[src/rtl/act6_full_subtractor_if.sv]
// Operand/result bundle for the ACT6 registered full subtractor.
// The master drives operands and valid; the slave (the subtractor) returns the registered result.
interface act6_full_subtractor_if #(
    parameter int WIDTH = 1
);
    logic             in_valid;
    logic [WIDTH-1:0] X;
    logic [WIDTH-1:0] Y;
    logic             Z;
    logic [WIDTH-1:0] D;
    logic             B;
    logic             out_valid;

    modport master (
        output in_valid, X, Y, Z,
        input  D, B, out_valid
    );

    modport slave (
        input  in_valid, X, Y, Z,
        output D, B, out_valid
    );
endinterface

[src/rtl/act6_full_subtractor.sv]
// Registered ripple-borrow subtractor: {B,D} = X - Y - Z, one gate-level cell per bit,
// with a single output register stage (latency 1, full throughput).
module act6_full_subtractor #(
    parameter int WIDTH = 1
) (
    input logic                      clk,
    input logic                      rst_n,
    act6_full_subtractor_if.slave    bus
);

    logic [WIDTH:0]   borrow;
    logic [WIDTH-1:0] diff;

    assign borrow[0] = bus.Z;

    // Stage p0: combinational borrow chain, LSB to MSB
    for (genvar i = 0; i < WIDTH; i++) begin : g_cell
        logic x_n;
        assign x_n           = ~bus.X[i];
        assign diff[i]       = bus.X[i] ^ bus.Y[i] ^ borrow[i];
        assign borrow[i + 1] = (x_n & bus.Y[i]) | (x_n & borrow[i]) | (bus.Y[i] & borrow[i]);
    end

    logic [WIDTH-1:0] d_p1;
    logic             b_p1;
    logic             vld_p1;

    // Stage p1: output register; results hold when no valid operand arrives
    always_ff @(posedge clk) begin
        if (!rst_n) begin
            d_p1   <= '0;
            b_p1   <= 1'b0;
            vld_p1 <= 1'b0;
        end else begin
            vld_p1 <= bus.in_valid;
            if (bus.in_valid) begin
                d_p1 <= diff;
                b_p1 <= borrow[WIDTH];
            end
        end
    end

    assign bus.D         = d_p1;
    assign bus.B         = b_p1;
    assign bus.out_valid = vld_p1;

endmodule

[src/flat_wrapper.sv]
// flat-port wrapper written by rule: the top's interface ports become plain ports
module act6_full_subtractor_flat 
#(
    parameter int WIDTH = 1
)
  (clk, rst_n, bus_in_valid, bus_X, bus_Y, bus_Z, bus_D, bus_B, bus_out_valid);
  act6_full_subtractor_if #(.WIDTH(WIDTH)) bus_i ();
  input logic clk;
  input logic rst_n;
  input wire logic [$bits(bus_i.in_valid)-1:0] bus_in_valid;
  input wire logic [$bits(bus_i.X)-1:0] bus_X;
  input wire logic [$bits(bus_i.Y)-1:0] bus_Y;
  input wire logic [$bits(bus_i.Z)-1:0] bus_Z;
  output wire logic [$bits(bus_i.D)-1:0] bus_D;
  output wire logic [$bits(bus_i.B)-1:0] bus_B;
  output wire logic [$bits(bus_i.out_valid)-1:0] bus_out_valid;
  assign bus_i.in_valid = bus_in_valid;
  assign bus_i.X = bus_X;
  assign bus_i.Y = bus_Y;
  assign bus_i.Z = bus_Z;
  assign bus_D = bus_i.D;
  assign bus_B = bus_i.B;
  assign bus_out_valid = bus_i.out_valid;
  act6_full_subtractor #(.WIDTH(WIDTH)) u_core (.clk(clk), .rst_n(rst_n), .bus(bus_i));
endmodule
[config.mk]
export PLATFORM = sky130hd
export DESIGN_NAME = act6_full_subtractor_flat
export DESIGN_NICKNAME = d
export VERILOG_FILES = /design/src/rtl/act6_full_subtractor_if.sv /design/src/rtl/act6_full_subtractor.sv /design/src/flat_wrapper.sv
export SDC_FILE = /design/constraint.sdc
export NUM_CORES = 1
export LEC_CHECK = 0
export BUFFER_PORTS_ARGS = -buffer_cell sky130_fd_sc_hd__buf_2
export CAP_MARGIN = 20
export CORE_AREA = 2 2 39 41
export DETAILED_ROUTE_END_ITERATION = 10
export DIE_AREA = 0 0 41 43
export PLACE_DENSITY = 0.3
export SYNTH_ARGS = -nofsm -noshare
export SYNTH_HDL_FRONTEND = slang
export SYNTH_SLANG_ARGS = --single-unit
[constraint.sdc]
create_clock -name clk -period 1.1 [get_ports clk]
set_clock_uncertainty 0.15 [all_clocks]
set_input_delay 0.055 -clock clk [delete_from_list [all_inputs] [get_ports clk]]
set_output_delay 0.055 -clock clk [all_outputs]
set_load 0.02 [all_outputs]
# Word-level counts from Yosys, hierarchy flattened

Index checks and enable logic that the tools add are counted.
Widths: inputs -> output; s select.

Bits in registers: 3
Input port bits: 6
Output and inout port bits: 3
Logic and storage cells: 11

Bitwise operators: 8

Operators with widths:

| kind        | count |
|---|---|
| $and 1x1->1 | 3 |
| $or 1x1->1  | 2 |
| $xor 1x1->1 | 2 |
| $not 1->1   | 1 |

# Logic depth before layout (Yosys ltp)

Gate-level depths: netlist of run 1.

Depth in word-level cells: 4
Depth in mapped cells: 4
Depth with buffers taken out: 4

# Least setup slack after synthesis of run 1

Ideal clock, no wire load.

Path type: input to register
Start point: input port bus_Z
End point: register u_core.d_p1, in the netlist u_core.bus.D
Setup time: 0.116 ns
Arrival time: 0.706 ns
Required time: 0.834 ns
Slack: 0.128 ns
Cell stages on the path: 3
Buffers on the path: 0
Cells stage by stage: fa_1 nand2_1 o211a_1

Longest elaborated chain between the ends: 1

RTL lines:

| what                 | RTL line                   | source |
|---|---|---|
| start, declared      | flat_wrapper.sv:13         | `input wire logic [$bits(bus_i.Z)-1:0] bus_Z;` |
| $xor 1x1->1          | act6_full_subtractor.sv:20 | `assign diff[i] = bus.X[i] ^ bus.Y[i] ^ borrow[i];` |
| end signal, assigned | act6_full_subtractor.sv:37 | `d_p1 <= diff;` |
| end, declared        | act6_full_subtractor.sv:24 | `logic [WIDTH-1:0] d_p1;` |

Every way passes these cells.
A chain may end at the register's enable or synchronous reset.

==> results of run 1 <==
==> kinds of logic (layout without fill, tap and decap cells) <==
family                     count (synthesis)  count (layout)  share of synthesized area [%]
and+or+nand+nor                            3               3                           14.4
adders and majority gates                  1               1                           16.5
muxes                                      1               1                           8.25
buffers and inverters                      1              15                           3.09
AOI/OAI and AO/OA                          1               1                           8.25
DFF                                        3               3                           49.5
==> final timing paths <==
check	cells after the start	start	endpoint
worst max-delay path	4	bus_in_valid	u_core.bus.B
worst min-delay path	4	bus_Y	u_core.bus.D
worst min register to register	1	u_core.bus.D	u_core.bus.D
worst max register to register	1	u_core.bus.D	u_core.bus.D
==> layout make-up <==
class	count	area (µm²)
fillers	157	1160
clock buffers	4	26.3
multi-input cells	6	57.6
flip-flops and latches	3	60.1
inverters	1	3.75
well taps	16	20.0
repair buffers	10	60.1
==> flip-flops by register name, summed over array words and instances, names as in the netlist <==
| signal | count |
|---|---|
| u_core.bus.B | 1 |
| u_core.bus.D | 1 |
| u_core.bus.out_valid | 1 |
==> critical path, cell delays in order <==
cell and delay (ps):
dlygate4sd3_1 520, buf_2 140, mux2i_1 190, nor2b_1 60
==> per-stage QoR <==
stage	hold WS (ps)	setup TNS, ps	instances	utilization, %
detailed placement	165	-31.5	34	13.1
floorplan	33.2	0	10	-
finish	134	0	40	16.5
global placement	147	-24.8	34	13.1
CTS	133	0	40	16.5
global route	145	0	40	16.5
==> placed cells by master (no fill, tap or decap), drive strengths merged <==
master       count
clkbuf           4
and2             1
fa               1
nand2            1
inv              1
dlygate4sd3      2
nor2b            1
mux2i            1
dfxtp            3
o211a            1
buf              8
==> routing by layer <==
layer	GRT usage [%]	up-vias	wire (µm)	share of wire [%]
met5	0	-	0	0
met1	3.51	61	113	35
met3	4.71	0	32	9.9
met2	5.94	7	178	55
li1	-	59	-	-
met4	8.00	0	0	0
==> power by group <==
| group | total, mW | switching, mW | internal, mW |
|---|---|---|---|
| Sequential | 0.121 | 0.00349 | 0.117 |
| Clock | 0.193 | 0.0568 | 0.136 |
| Combinational | 0.0532 | 0.0265 | 0.0267 |
| Total | 0.367 | 0.0868 | 0.280 |
==> timing repair <==
item,4_1_cts,5_1_grt
hold endpoints to repair,3,0
hold buffers,2,0
buffers inserted,0,0
resized for setup,0,0
setup endpoints to repair,0,0
==> impl_metrics.py, run 1 <==
metrics = {
    "outcome": {
        "status": "finished clean",
    },
    "global_route": {
        "overflow": 0,
        "grt_usage_pct": 5.11,
        "first_global_vias": 142,
        "antenna_found_initial": 0,
        "grt_max_degree": 5,
        "grt_first_pass_wirelength_um": 483,
    },
    "sta": {
        "fin_ws_ps": 112,
        "timing.final.hold_violations": 0,
        "slew_headroom_pct": 91.5,
        "finalMaxSlewViolations": 0,
        "tightest_slew_ps": 124,
        "fin_crit_sh_pct": 89.8,
        "rsz0062_at_grt": "no",
        "fin_crit_ps": 988,
        "setup_violations": 0,
        "max_freq_ghz": 1.01,
    },
    "synthesis": {
        "yosys_most_used_dff": "dfxtp_1",
        "ys_seq_area_share_pct": 49.5,
        "synth_edf_count": 0,
        "synth_nets": 17,
        "ys_top_cells_by_area": "dfxtp_1 49%, fa_1 16%, mux2i_1 8.2%, o211a_1 8.2%, and2_2 6.2%",
        "synth.ff_latch_count": 3,
        "synthesis.area_um2": 121,
        "synth_top_area_cell": "dfxtp_1",
        "netlist.area_leader.share_pct": 49.5,
        "synth_cell_types": 8,
        "synth.avg_cell_area_um2": 12.1,
        "synth.most_common_cell": "dfxtp_1",
        "synthArstFlopShare_pct": 0,
        "yosys_warnings": 0,
        "synthCells": 10,
    },
    "floorplanning": {
        "die_w_um": 41,
        "dieArea_um2": 1760,
        "rows": 14,
        "initial_core_util_pct": 8.77,
        "die_h_um": 43,
        "core-area_um2": 1380,
        "ioPinCount": 9,
    },
    "detailed_routing": {
        "avgRoutedWirePerCell_um": 8.10,
        "drc_errors": 0,
        "vias": 127,
        "drt_iter0_markers": 6,
        "ant_nets": 0,
        "vias_per_cell": 3.18,
        "dr.pass1.iters": 2,
        "wirelength_um": 324,
    },
    "cts": {
        "cts_sinks": 3,
        "root_buffer": "clkbuf_4",
        "cts_buffer_depth": 2,
        "cts_tree": "done",
        "cts_buffers": 3,
        "clk_pin_slew_worst_paths_ps": 40,
        "clk_latency_ps": 230,
        "htreeDepth": 1,
    },
    "place": {
        "gp_congestion": 0.519,
        "post_dp_cell_area_um2": 181,
        "io_buffers": 8,
        "pre_cts_ws_ps": -31.5,
    },
    "critical_path": {
        "cp-end-kind": "flop",
        "cp_data_required_time_ps": 1070,
        "crit_fanout": 4,
        "cp-start-kind": "primary input",
        "r2r_slack_ps": 330,
        "worst-setup-path-type": "in -> reg",
        "worstPathArrival_ps": 960,
    },
    "final_layout": {
        "fin_area_um2": 228,
        "drive_gt1_share_pct": 50.0,
        "num-nets-final": 32,
        "areaGrowthSynthToFinish_pct": 87.6,
        "diodes": 0,
    },
    "pwr": {
        "powerDensity_nw_per_um2": 1610,
        "p_total_mw": 0.367,
        "p_leak_nw": 0.118,
        "vdd_ir_drop_max_v": 0.000234,
    },
    "job": {
        "drv_cap": 0,
    },
    "hold_path": {
        "hp-class": "in -> reg",
    },
}
Power figures use the tool's default switching activity.
==> run 2: changes to the inputs <==
SETUP_SLACK_MARGIN = 0.5   (was not set)
==> run 2 against run 1 <==
The run now ends with negative hold slack left. Wire length fell by 6.5%. Clock power hardly changed. Total power is 2.5% higher. Register-to-register slack hardly changed. Worst hold slack worse by 210 ps. Count of clock-buffer cells in the layout did not move. Die area stayed put. Global-route usage down 0.40 points. Critical path depth is the same. Via count decreased by 13%. Largest power group unchanged.
==> impl_metrics.py, run 2 (same netlist as run 1, synthesis figures left out) <==
metrics = {
    "outcome": {
        "status": "finished with violations",
        "violations": "negative hold slack",
    },
    "global_route": {
        "grt_max_degree": 5,
        "grt_first_pass_wirelength_um": 448,
        "antenna_found_initial": 0,
        "grt_usage_pct": 4.71,
        "overflow": 0,
        "first_global_vias": 127,
    },
    "sta": {
        "timing.final.hold_violations": 3,
        "fin_ws_ps": 222,
        "fin_crit_ps": 878,
        "finalMaxSlewViolations": 0,
        "setup_violations": 0,
        "tightest_slew_ps": 118,
        "rsz0062_at_grt": "yes",
        "hold_ws_ps": -77.1,
        "slew_headroom_pct": 91.9,
        "fin_crit_sh_pct": 79.8,
        "max_freq_ghz": 1.14,
    },
    "critical_path": {
        "worst-setup-path-type": "in -> reg",
        "cp-end-kind": "flop",
        "crit_chain": "buf_6, fa_2, nand2_1, o211a_1",
        "reg2reg_to": "u_core.bus.D",
        "critPathBufInv": 1,
        "crit_fanout": 1,
        "timing.rr.start": "u_core.bus.D",
        "worstPathArrival_ps": 850,
        "slowest_delay_ps": 550,
        "cp-start-kind": "primary input",
        "crit_family": "adder cells",
        "cp.depth": 4,
        "r2r_slack_ps": 330,
        "cp_slowest_cell": "fa_2",
        "cp_data_required_time_ps": 1070,
        "reg2reg_depth": 1,
    },
    "hold_path": {
        "hold_path_end": "u_core.bus.B",
        "holdPathStages": 2,
        "hp-class": "in -> reg",
        "hp-start": "rst_n",
    },
    "floorplanning": {
        "die_h_um": 43,
        "ioPinCount": 9,
        "initial_core_util_pct": 8.77,
        "dieArea_um2": 1760,
        "rows": 14,
        "die_w_um": 41,
        "core-area_um2": 1380,
    },
    "cts": {
        "cts_buffer_depth": 2,
        "cts_buffers": 3,
        "post_cts_buffers": 0,
        "root_buffer": "clkbuf_4",
        "cts_sinks": 3,
        "htreeDepth": 1,
        "clk_pin_slew_worst_paths_ps": 40,
        "clk_latency_ps": 230,
        "cts_tree": "done",
    },
    "final_layout": {
        "fin_area_um2": 239,
        "num-nets-final": 30,
        "final_cell_count_no_fill": 38,
        "n_fill_cell": 156,
        "register_area_um2": 63.8,
        "most-common-layout-cells": "4 x buf_2, 4 x buf_6, 3 x clkbuf_4, 3 x dfxtp_2",
        "multi_input_area_um2": 60.1,
        "diodes": 0,
        "drive_gt1_share_pct": 77.3,
        "areaGrowthSynthToFinish_pct": 96.9,
    },
    "place": {
        "hpwl_um": 232,
        "pre_cts_ws_ps": -22.5,
        "post_dp_cell_area_um2": 184,
        "gp_congestion": 0.458,
        "dp_cells": 34,
        "io_buffers": 8,
    },
    "pwr": {
        "p_seq_share_pct": 32.8,
        "vdd_ir_drop_max_v": 0.000245,
        "p_sw_mw": 0.0875,
        "netSwitchingFraction_pct": 23.3,
        "pwr-share-clk_pct": 51.4,
        "intPower_mw": 0.288,
        "p_leak_nw": 0.115,
        "comb_power_share_pct": 15.8,
        "powerDensity_nw_per_um2": 1570,
    },
    "detailed_routing": {
        "drt_iter0_markers": 1,
        "ant_nets": 0,
        "vias": 110,
        "drc_errors": 0,
        "vias_per_cell": 2.89,
        "wirelength_um": 303,
        "dr.pass1.iters": 2,
        "avgRoutedWirePerCell_um": 7.97,
    },
    "job": {
        "drv_cap": 0,
    },
}
-- run 2: cell types whose count changed in the layout (fill, tap and decap cells not counted), sizes merged --
cell / previous run / this run
dlygate4sd3: 2 / 0
-- run 2: final cells by class --
type,instances,area share [%]
Timing Repair Buffer,8,27.2
Tap cell,16,8.38
Multi-Input combinational cell,6,25.1
Sequential cell,3,26.7
Inverter,1,1.57
Clock buffer,4,11.0
-- run 2: worst max-delay path by stage --
stage | from | endpoint | slack (ps)
global placement | bus_Z | u_core.bus.D | -20
detailed placement | bus_Z | u_core.bus.D | -20
CTS | u_core.bus.B | bus_B | 210
floorplan | bus_Z | u_core.bus.D | 130
finish | bus_Y | u_core.bus.D | 220
global route | u_core.bus.D | bus_D | 200
-- run 2: power by group through the flow --
| stage | Clock, mW | Sequential (mW) | Combinational, mW |
|---|---|---|---|
| 2_1_floorplan | 0 | 0.133 | 0.0143 |
| 3_3_place_gp | 0 | 0.122 | 0.0473 |
| 3_5_place_dp | 0 | 0.122 | 0.0483 |
| 4_1_cts | 0.201 | 0.123 | 0.0609 |
| 5_1_grt | 0.214 | 0.124 | 0.0651 |
| 6_report | 0.193 | 0.123 | 0.0592 |
-- run 2: metal layers --
| metal | wire length (µm) | part of all wire (%) | vias up | track usage, % |
|---|---|---|---|---|
| met5 | 0 | 0 | - | 0 |
| met2 | 177 | 58 | 6 | 5.94 |
| met4 | 0 | 0 | 0 | 8.00 |
| li1 | - | - | 55 | - |
| met3 | 32 | 11 | 0 | 3.14 |
| met1 | 93 | 31 | 49 | 3.19 |
-- run 2: repair_timing --
action,4_1_cts,5_1_grt
resized for setup,9,1
endpoints found under the hold margin,3,3
pin swaps,2,0
setup endpoints to repair,5,5
-- run 2: through the flow --
step	hold slack, ps	total power [mW]	setup TNS [ps]	utilization [%]
finish	-77.1	0.376	0	17.3
CTS	-81.1	0.386	0	17.3
global placement	162	0.170	-17.6	13.3
detailed placement	159	0.171	-22.5	13.3
global route	-68.0	0.403	0	17.3
floorplan	33.0	0.147	0	-
